<file path="config.mk">
export PLATFORM = sky130hd
export DESIGN_NAME = data_mem_arbiter
export DESIGN_NICKNAME = d
export VERILOG_FILES = /design/src/rtl/data_mem_arbiter.sv
export SDC_FILE = /design/constraint.sdc
export NUM_CORES = 1
export LEC_CHECK = 0
export ABC_AREA = 1
export BUFFER_PORTS_ARGS = -buffer_cell sky130_fd_sc_hd__buf_2
export CORE_ASPECT_RATIO = 1.5
export CORE_MARGIN = 2
export CORE_UTILIZATION = 30
export DETAILED_ROUTE_END_ITERATION = 6
export PLACE_DENSITY_LB_ADDON = 0.12
export SYNTH_ARGS = -nofsm -noshare
export SYNTH_HDL_FRONTEND = slang
export SYNTH_SLANG_ARGS = --single-unit
</file>
<file path="constraint.sdc">
create_clock -name Clk -period 3.1 [get_ports Clk]
set_clock_uncertainty 0.2 [all_clocks]
set_input_delay 0.31 -clock Clk [delete_from_list [all_inputs] [get_ports Clk]]
set_output_delay 0.31 -clock Clk [all_outputs]
set_load 0.1 [all_outputs]
</file>
<file path="src/rtl/data_mem_arbiter.sv">
// Round-robin arbiter that shares one data memory between the load/store unit (port 0)
// and the DMA/debug master (port 1), with alignment/range checking and buffered responses.
module data_mem_arbiter #(
    parameter int MEM_DEPTH = 256
) (
    input  logic        Clk,
    input  logic        Rst,
    input  logic        P0_ReqValid,
    output logic        P0_ReqReady,
    input  logic [31:0] P0_ReqAddr,
    input  logic [2:0]  P0_ReqOp,
    input  logic        P0_ReqWrEn,
    input  logic [31:0] P0_ReqData,
    output logic        P0_RspValid,
    input  logic        P0_RspReady,
    output logic [31:0] P0_RspData,
    output logic        P0_RspErr,
    input  logic        P1_ReqValid,
    output logic        P1_ReqReady,
    input  logic [31:0] P1_ReqAddr,
    input  logic [2:0]  P1_ReqOp,
    input  logic        P1_ReqWrEn,
    input  logic [31:0] P1_ReqData,
    output logic        P1_RspValid,
    input  logic        P1_RspReady,
    output logic [31:0] P1_RspData,
    output logic        P1_RspErr,
    output logic [31:0] Mem_Addr,
    output logic [2:0]  Mem_MemOp,
    output logic [31:0] Mem_DataIn,
    output logic        Mem_WrEn,
    input  logic [31:0] Mem_DataOut,
    output logic        Busy
);

    // state   | meaning
    // IDLE    | arbitrating, ReqReady may be high
    // ISSUE   | Mem_* driven, memory writes on falling edge / reads on closing edge
    // CAPTURE | memory read data valid, latched into the response buffer
    // RESP    | response shown on the owning port until its RspReady
    typedef enum logic [1:0] {IDLE, ISSUE, CAPTURE, RESP} state_t;

    localparam logic [31:0] DepthWords = MEM_DEPTH;

    state_t      state;
    logic        lastGrant;
    logic        owner;
    logic        curWrEn;
    logic        rspValid;
    logic        rspErr;
    logic [31:0] rspData;

    logic        isIdle;
    logic        selPort;
    logic        accept;
    logic [31:0] selAddr;
    logic [2:0]  selOp;
    logic        selWrEn;
    logic [31:0] selData;
    logic        selIllegal;

    function automatic logic isIllegal(input logic [31:0] addr, input logic [2:0] op);
        logic bad;
        case (op)
            3'b000, 3'b010: bad = (addr[1:0] != 2'b00);
            3'b001, 3'b101: bad = addr[0];
            3'b100:         bad = 1'b0;
            default:        bad = 1'b1;
        endcase
        if ({2'b00, addr[31:2]} >= DepthWords) bad = 1'b1;
        return bad;
    endfunction

    // On a tie the port that did not win last time is granted.
    assign isIdle      = (state == IDLE);
    assign P0_ReqReady = isIdle && P0_ReqValid && (!P1_ReqValid || lastGrant);
    assign P1_ReqReady = isIdle && P1_ReqValid && (!P0_ReqValid || !lastGrant);
    assign accept      = P0_ReqReady || P1_ReqReady;
    assign selPort     = P1_ReqReady;

    assign selAddr    = selPort ? P1_ReqAddr : P0_ReqAddr;
    assign selOp      = selPort ? P1_ReqOp   : P0_ReqOp;
    assign selWrEn    = selPort ? P1_ReqWrEn : P0_ReqWrEn;
    assign selData    = selPort ? P1_ReqData : P0_ReqData;
    assign selIllegal = isIllegal(selAddr, selOp);

    always_ff @(posedge Clk) begin
        if (Rst) begin
            state      <= IDLE;
            lastGrant  <= 1'b1;
            owner      <= 1'b0;
            curWrEn    <= 1'b0;
            rspValid   <= 1'b0;
            rspErr     <= 1'b0;
            rspData    <= '0;
            Mem_Addr   <= '0;
            Mem_MemOp  <= '0;
            Mem_DataIn <= '0;
            Mem_WrEn   <= 1'b0;
        end else begin
            case (state)
                IDLE: begin
                    if (accept) begin
                        lastGrant <= selPort;
                        owner     <= selPort;
                        curWrEn   <= selWrEn;
                        if (selIllegal) begin
                            rspErr   <= 1'b1;
                            rspData  <= '0;
                            rspValid <= 1'b1;
                            state    <= RESP;
                        end else begin
                            Mem_Addr   <= selAddr;
                            Mem_MemOp  <= selOp;
                            Mem_DataIn <= selData;
                            Mem_WrEn   <= selWrEn;
                            state      <= ISSUE;
                        end
                    end
                end
                ISSUE: begin
                    Mem_WrEn <= 1'b0;
                    state    <= CAPTURE;
                end
                CAPTURE: begin
                    rspData  <= curWrEn ? 32'h0 : Mem_DataOut;
                    rspErr   <= 1'b0;
                    rspValid <= 1'b1;
                    state    <= RESP;
                end
                RESP: begin
                    if (owner ? P1_RspReady : P0_RspReady) begin
                        rspValid <= 1'b0;
                        state    <= IDLE;
                    end
                end
                default: state <= IDLE;
            endcase
        end
    end

    assign P0_RspValid = rspValid && !owner;
    assign P1_RspValid = rspValid && owner;
    assign P0_RspData  = owner ? 32'h0 : rspData;
    assign P1_RspData  = owner ? rspData : 32'h0;
    assign P0_RspErr   = !owner && rspErr;
    assign P1_RspErr   = owner && rspErr;
    assign Busy        = !isIdle;

endmodule
</file>
==> parameters.txt, run 1 <==
Parameter                              Value

Outcome
  Outcome    finished, final reports clean

Final layout
  Commonest non-fill, non-tap cell in the layout    sky130_fd_sc_hd__nand2_1
  Share of post-route cells with drive strength above 1    0.282
  Fill cells    2238
  Area growth from synthesis to layout    36.7%
  Commonest non-fill, non-tap cells in the layout    sky130_fd_sc_hd__nand2_1 (333), sky130_fd_sc_hd__buf_2 (312), sky130_fd_sc_hd__nor2_1 (160), sky130_fd_sc_hd__inv_1 (156), sky130_fd_sc_hd__dfxtp_1 (106)
  Sequential cell area    2140 sq um
  Number of nets in the finished design    about 1500
  Diode count    0
  Post-layout instance area    ~8000 sq um
  Area of the multi-input gates    between 2000 and 3000 sq um

Power and ir drop
  Pwr/cell area    828 nW/um^2
  Maximum vdd ir drop    about 0.00042 V
  Leakage component of the power    around 0.0052 uW

Placed design
  HPWL Detailed    approximately 14 mm
  IO Port Bufs    312
  Gp weighted congestion    roughly 0.83
  Post-DP Area    7770 sq um

Synthesis
  Sequential cell area fraction in the yosys report    0.361
  Syn avg cell area    between 5 and 6 sq um
  Synth Cell Area    5940 sq um
  Warning count from the yosys run    0
  Gate Count Post-Synth    about 1000
  Flip-flop and latch count after synthesis    107
  Post-synthesis net count    ~1200
  Unique cell type count in the Yosys netlist    25

Min path
  WHS Endpoint    curWrEn
  Hold Crit Depth    3
  Worst Hold Launch    P0_ReqWrEn
  Path category of the worst min-delay check    in2reg

Setup path
  Largest fanout on the critical path    35
  Startpoint Class    flip-flop
  Crit Reg-Reg Startpoint    state[0]
  Worst-case register-to-register setup slack    around 0.32 ns
  Worst Path Required    roughly 3.2 ns
  Reg2reg end    Mem_Addr[0]
  Worst setup EP type    flip-flop
  Data arrival time of the worst path    2.82 ns
  Kind of critical path    reg2reg
  Worst Reg2Reg Path Length in Cells    18

Clocking
  CTS H-Tree Depth    3
  Clock Sink Count    approximately 110
  Number of clock buffers inserted by TritonCTS    9
  Number of buffers on the longest clock path    2
  Number of hold buffers added after cts    0
  TritonCTS clock tree    built
  Clock slew at the register clock pins of the worst setup and hold paths    approximately 0.08 ns
  Clock Latency Late Sink    0.34 ns
  Clock root buffer master    sky130_fd_sc_hd__clkbuf_16

Timing
  Final period utilization    0.896
  Unrepaired setup endpoints after global routing    no
  Number of endpoints failing setup at the final stage    0
  Worst slew margin    0.641
  Number of max-slew violations in the final report    0
  Post-layout minimum cycle time    2.78 ns
  Highest clock frequency the design can meet    about 360 MHz
  Final hold viol count    0
  Transition at the pin with the smallest max-transition slack    ~0.54 ns
  Setup TNS    0 ns

Routing
  Total wire length    around 18 mm
  Number of vias after detailed routing    6657
  Routed wirelength normalized by instance count    11.9 microns
  Initial DRT Pass Iterations    4
  First-iteration detailed-routing DRC count    358
  Post-DRT Antenna Nets    0
  Drc violations    0
  Vias per cell    between 4 and 5

Global routing
  Vias in the first global route    between 6000 and 7000
  Wire length of the first global-routing pass    ~30 mm
  Pin count of the biggest net entering global routing    67
  Number of antenna violations at the first check in global routing    1
  Overall routing resource usage    0.175
  Global route overflow    0

Floorplan
  DIE WIDTH    119 microns
  Number of top-level pins    around 310
  Placement row count    63
  DIE HEIGHT    between 150 and 200 microns
  Die footprint    about 21000 sq um
  Initial standard-cell utilization of the core    0.303
  Std-Cell Core Area    between 15000 and 20000 sq um

Flow run
  Max-cap violations    0
-- layout make-up --
cell class                      instances  area share
Clock buffer                            9      0.0277
Multi-Input combinational cell        672       0.363
Clock inverter                          7      0.0103
Inverter                              158      0.0731
Timing Repair Buffer                  334       0.221
Tap cell                              260      0.0401
Sequential cell                       107       0.264
-- stage by stage --
| stage | util | hold WS [ns] | std cells | total power [uW] | setup slack, ns |
|---|---|---|---|---|---|
| 5_1_grt | 0.414 | 0.0555 | 1547 | 7220 | 0.0246 |
| 6_report | 0.414 | 0.0630 | 1547 | 6720 | 0.323 |
| 3_3_place_gp | 0.396 | 0.240 | 1527 | 5590 | 0.298 |
| 3_5_place_dp | 0.396 | 0.243 | 1527 | 5590 | 0.223 |
| 2_1_floorplan | - | 0.245 | 998 | 4870 | 0.299 |
| 4_1_cts | 0.412 | 0.0491 | 1543 | 6800 | 0.207 |
-- critical path: stages (launching register included) --
cell and delay [ns]:
sky130_fd_sc_hd__dfxtp_1 0.38, sky130_fd_sc_hd__inv_1 0.10, sky130_fd_sc_hd__ha_1 0.22, sky130_fd_sc_hd__nand2_2 0.10
sky130_fd_sc_hd__inv_2 0.05, sky130_fd_sc_hd__nand2_2 0.15, sky130_fd_sc_hd__buf_6 0.23, sky130_fd_sc_hd__nand2_1 0.07
sky130_fd_sc_hd__nand2_1 0.06, sky130_fd_sc_hd__nand2_1 0.06, sky130_fd_sc_hd__nor2_1 0.10, sky130_fd_sc_hd__nand2_1 0.11
sky130_fd_sc_hd__nor2_4 0.15, sky130_fd_sc_hd__nand3_2 0.15, sky130_fd_sc_hd__nor2_4 0.14, sky130_fd_sc_hd__buf_12 0.20
sky130_fd_sc_hd__nand2_1 0.08, sky130_fd_sc_hd__nand2_1 0.06, sky130_fd_sc_hd__nor2_1 0.05
-- metal layers --
metal  global-route usage  up-vias  share of wire
met5                    0        -        0.00071
met4               0.0546        2          0.015
met3               0.0397       20          0.067
met2                0.307      250           0.48
met1                0.211     2847           0.44
li1                     -     3538              -
-- worst max-delay path by stage --
stage | depth (start not counted) | from | slack (ns) | to
2_1_floorplan | 10 | state[0] | 0.30 | Mem_DataIn[23]
3_3_place_gp | 16 | state[0] | 0.30 | rspData[30]
3_5_place_dp | 16 | state[0] | 0.22 | rspData[22]
4_1_cts | 16 | state[0] | 0.21 | Mem_Addr[3]
5_1_grt | 18 | state[0] | 0.02 | Mem_Addr[0]
6_report | 18 | state[0] | 0.32 | Mem_Addr[0]
-- report_power, final --
part           internal [uW]  total (uW)  switching, uW
sequential              1590        1770            180
clock                    577        1180            599
combinational            859        3770           2910
total                   3030        6720           3690
-- synthesized netlist by cell type, drive strengths merged --
cell | n | area share
a31oi | 2 | 0.0021
nor2 | 165 | 0.11
nand3b | 11 | 0.014
ha | 5 | 0.011
a21oi | 39 | 0.033
nand3 | 61 | 0.052
a311oi | 1 | 0.0015
clkbuf | 36 | 0.023
inv | 158 | 0.10
nand4 | 3 | 0.0042
o21bai | 33 | 0.042
dfxtp | 107 | 0.36
buf | 25 | 0.024
nand2 | 336 | 0.21
o21ai | 16 | 0.013
-- repair_timing --
item | 4_1_cts | 5_1_grt
endpoints found under the setup margin | 0 | 71
gates resized for setup | 0 | 2
setup buffers | 0 | 4
-- sequential cells by signal (all words and copies together), names as in the netlist --
name and count:
owner 1, curWrEn 1, rspErr 1, Mem_DataIn 32
lastGrant 1, state 2, rspValid 1, Mem_WrEn 1
Mem_MemOp 3, rspData 32, Mem_Addr 32
-- kinds of logic (layout without fill, tap and decap cells) --
group	count (synthesis)	after routing	share of synthesized area
simple gates	576	576	0.391
buf+inv	219	508	0.146
flops	107	107	0.361
compound gates	91	91	0.0916
fa+ha+maj	5	5	0.0105
Power figures use the tool's default switching activity.
==> run 2: changes to the inputs <==
Settings changed: GPL_TIMING_DRIVEN from default to 0, PLACE_DENSITY_LB_ADDON 0.12 to 0.25.
==> parameters.txt, run 2 (synthesis results as in run 1) <==
Parameter                              Value

Routing
  Initial DRT Pass Iterations    4 (unchanged)
  Drc violations    0 (unchanged)
  Post-DRT Antenna Nets    0 (unchanged)
  Vias per cell    4.29 (-0.19%)
  Number of vias after detailed routing    6816 (+2.4%)
  First-iteration detailed-routing DRC count    300 (-16%)
  Routed wirelength normalized by instance count    12.8 microns (+7.6%)
  Total wire length    20.3 mm (+10%)

Final layout
  Commonest non-fill, non-tap cell in the layout    sky130_fd_sc_hd__nand2_1
  Largest registers in the final layout    Mem_Addr x32, Mem_DataIn x32, rspData x32
  Area growth from synthesis to layout    38.2%
  Diode count    0 (unchanged)
  Filler-free cell count of the finished design    1587 (+2.6%)
  Fill cells    2193 (-2.0%)
  Share of post-route cells with drive strength above 1    0.278 (-0.00398)
  Number of nets in the finished design    1501 (+2.7%)
  Commonest non-fill, non-tap cells in the layout    sky130_fd_sc_hd__nand2_1 (335), sky130_fd_sc_hd__buf_2 (320), sky130_fd_sc_hd__nor2_1 (160), sky130_fd_sc_hd__inv_1 (154), sky130_fd_sc_hd__dfxtp_1 (105)

Timing
  Number of endpoints failing setup at the final stage    0 (unchanged)
  Transition at the pin with the smallest max-transition slack    0.614 ns (+0.0714 ns)
  Least setup slack across all paths after layout    0.224 ns (-0.0991 ns)
  Unrepaired setup endpoints after global routing    yes
  Post-layout minimum cycle time    2.88 ns (+0.0991 ns)
  Number of max-slew violations in the final report    0 (unchanged)
  Worst slew margin    0.591 (-0.0501)
  Final hold viol count    0 (unchanged)
  Setup TNS    0 ns (unchanged)
  Final period utilization    0.928 (+0.0320)
  Highest clock frequency the design can meet    348 MHz (-3.4%)

Setup path
  Startpoint Class    flip-flop
  Slowest Stage Delay on Critical Path    0.37 ns (about the same)
  Most Frequent Cell on Critical Path    sky130_fd_sc_hd__nand2_1
  Kind of critical path    reg2reg
  Worst Path Required    3.16 ns (about the same)
  CP max stage cell    sky130_fd_sc_hd__dfxtp_2
  Critical-path cell list    inv_2 -> ha_4 -> nand2_2 -> inv_2 -> nand2_1 -> buf_6 -> buf_6 -> nand2_1 -> nand2_1 -> nand2_1 -> nor2_1 -> nand2_1 -> nor2_4 -> nand4_1 -> buf_6 -> buf_2 -> a21oi_1 -> nor2_1
  Largest fanout on the critical path    10 (-71%)
  Data arrival time of the worst path    2.94 ns (+0.12 ns)
  Worst setup EP type    flip-flop

Clocking
  CTS H-Tree Depth    3 (unchanged)
  Clock Latency Late Sink    0.36 ns (+0.02 ns)
  Number of hold buffers added after cts    0 (unchanged)
  Number of clock buffers inserted by TritonCTS    9 (unchanged)
  Clock Sink Count    107 (unchanged)
  TritonCTS clock tree    built
  Clock root buffer master    sky130_fd_sc_hd__clkbuf_16
  Number of buffers on the longest clock path    2 (unchanged)
  Clock slew at the register clock pins of the worst setup and hold paths    0.08 ns (about the same)

Floorplan
  Placement row count    63 (unchanged)
  Number of top-level pins    313 (unchanged)
  Initial standard-cell utilization of the core    0.303 (unchanged)
  DIE WIDTH    119 microns (unchanged)
  DIE HEIGHT    176 microns (unchanged)
  Std-Cell Core Area    19600 sq um (unchanged)
  Die footprint    21000 sq um (unchanged)

Outcome
  Outcome    finished, final reports clean

Global routing
  Vias in the first global route    6550 (+6.7%)
  Wire length of the first global-routing pass    32.2 mm (+7.4%)
  Overall routing resource usage    0.193 (+0.0184)
  Pin count of the biggest net entering global routing    21 (-69%)
  Number of antenna violations at the first check in global routing    1 (unchanged)
  Global route overflow    0 (unchanged)

Power and ir drop
  Maximum vdd ir drop    0.000319 V (-23%)
  Leakage component of the power    0.00521 uW (about the same)
  Cell internal power dissipation    3020 uW (-0.37%)
  Share of total power in the clock network    0.170 (-0.005)
  Sw Pwr    3750 uW (+1.7%)
  Pwr/cell area    825 nW/um^2 (-0.32%)
  Portion of total power attributed to combinational logic    0.570 (+0.009)
  Switching part of the total power    0.554 (+0.00512)
  Sequential cell fraction of total power    0.260 (-0.004)

Placed design
  Gp weighted congestion    0.849 (+2.3%)
  IO Port Bufs    311 (-0.32%)
  Placed Cells    1569 (+2.8%)
  HPWL Detailed    16.3 mm (+17%)
  Setup Slack @ Placement    -0.141 ns (-0.364 ns)

Min path
  Path category of the worst min-delay check    in2reg

Flow run
  Max-cap violations    0 (unchanged)
[run 2: per-layer routing]
metal	track usage	routed length, microns
met3	0.0501	1450
met5	0	0
met2	0.367	10600
met1	0.203	7850
met4	0.0714	441
[run 2: metrics by stage]
step                hold slack [ns]  utilization  instance area (sq um)  power (uW)
global route                 0.0720        0.418                   8210        7240
detailed placement            0.243        0.398                   7820        5600
finish                       0.0499        0.418                   8210        6770
floorplan                     0.245            -                   5940        4870
CTS                          0.0221        0.415                   8150        6800
global placement              0.240        0.398                   7820        5590
[run 2: area by class of cell]
cell class              instances  area (sq um)  area share
multi-input cells             672          2980       0.363
clock inverters                 7          73.8     0.00900
inverters                     158           593      0.0723
flip-flops and latches        107          2140       0.261
clock buffers                   9           225      0.0274
plain buffers                  61           292      0.0355
repair buffers                313          1570       0.192
well taps                     260           325      0.0396
[run 2: power groups by stage]
stage	clock, uW	combinational (uW)	sequential, uW
after floorplan	0	3130	1740
after global placement	0	3810	1780
after detailed placement	0	3820	1780
after CTS	1200	3840	1750
after global routing	1250	4200	1790
final	1150	3860	1760
[run 2: repair_timing]
action,CTS,global route
resized for setup,7,20
buffers inserted,0,1
setup endpoints to repair,60,101
pin swaps,0,2
cloned,0,1
endpoints found under the hold margin,0,0
[run 2: worst max-delay path: cells and delay by family, from the launching register on]
family          cells  cell delay, ns
compound gates      1            0.15
fa+ha+maj           1            0.18
buf+inv             6            0.87
flops               1            0.37
simple gates       10            1.00
[run 2: worst paths after layout]
kind	from	endpoint	slack (ns)	depth (start not counted)
hold reg to reg	Mem_Addr[22]	Mem_Addr[22]	0.26	2
setup reg to reg	state[0]	rspData[30]	0.22	18
setup / recovery	state[0]	rspData[30]	0.22	18
hold / removal	P0_ReqWrEn	curWrEn	0.05	3
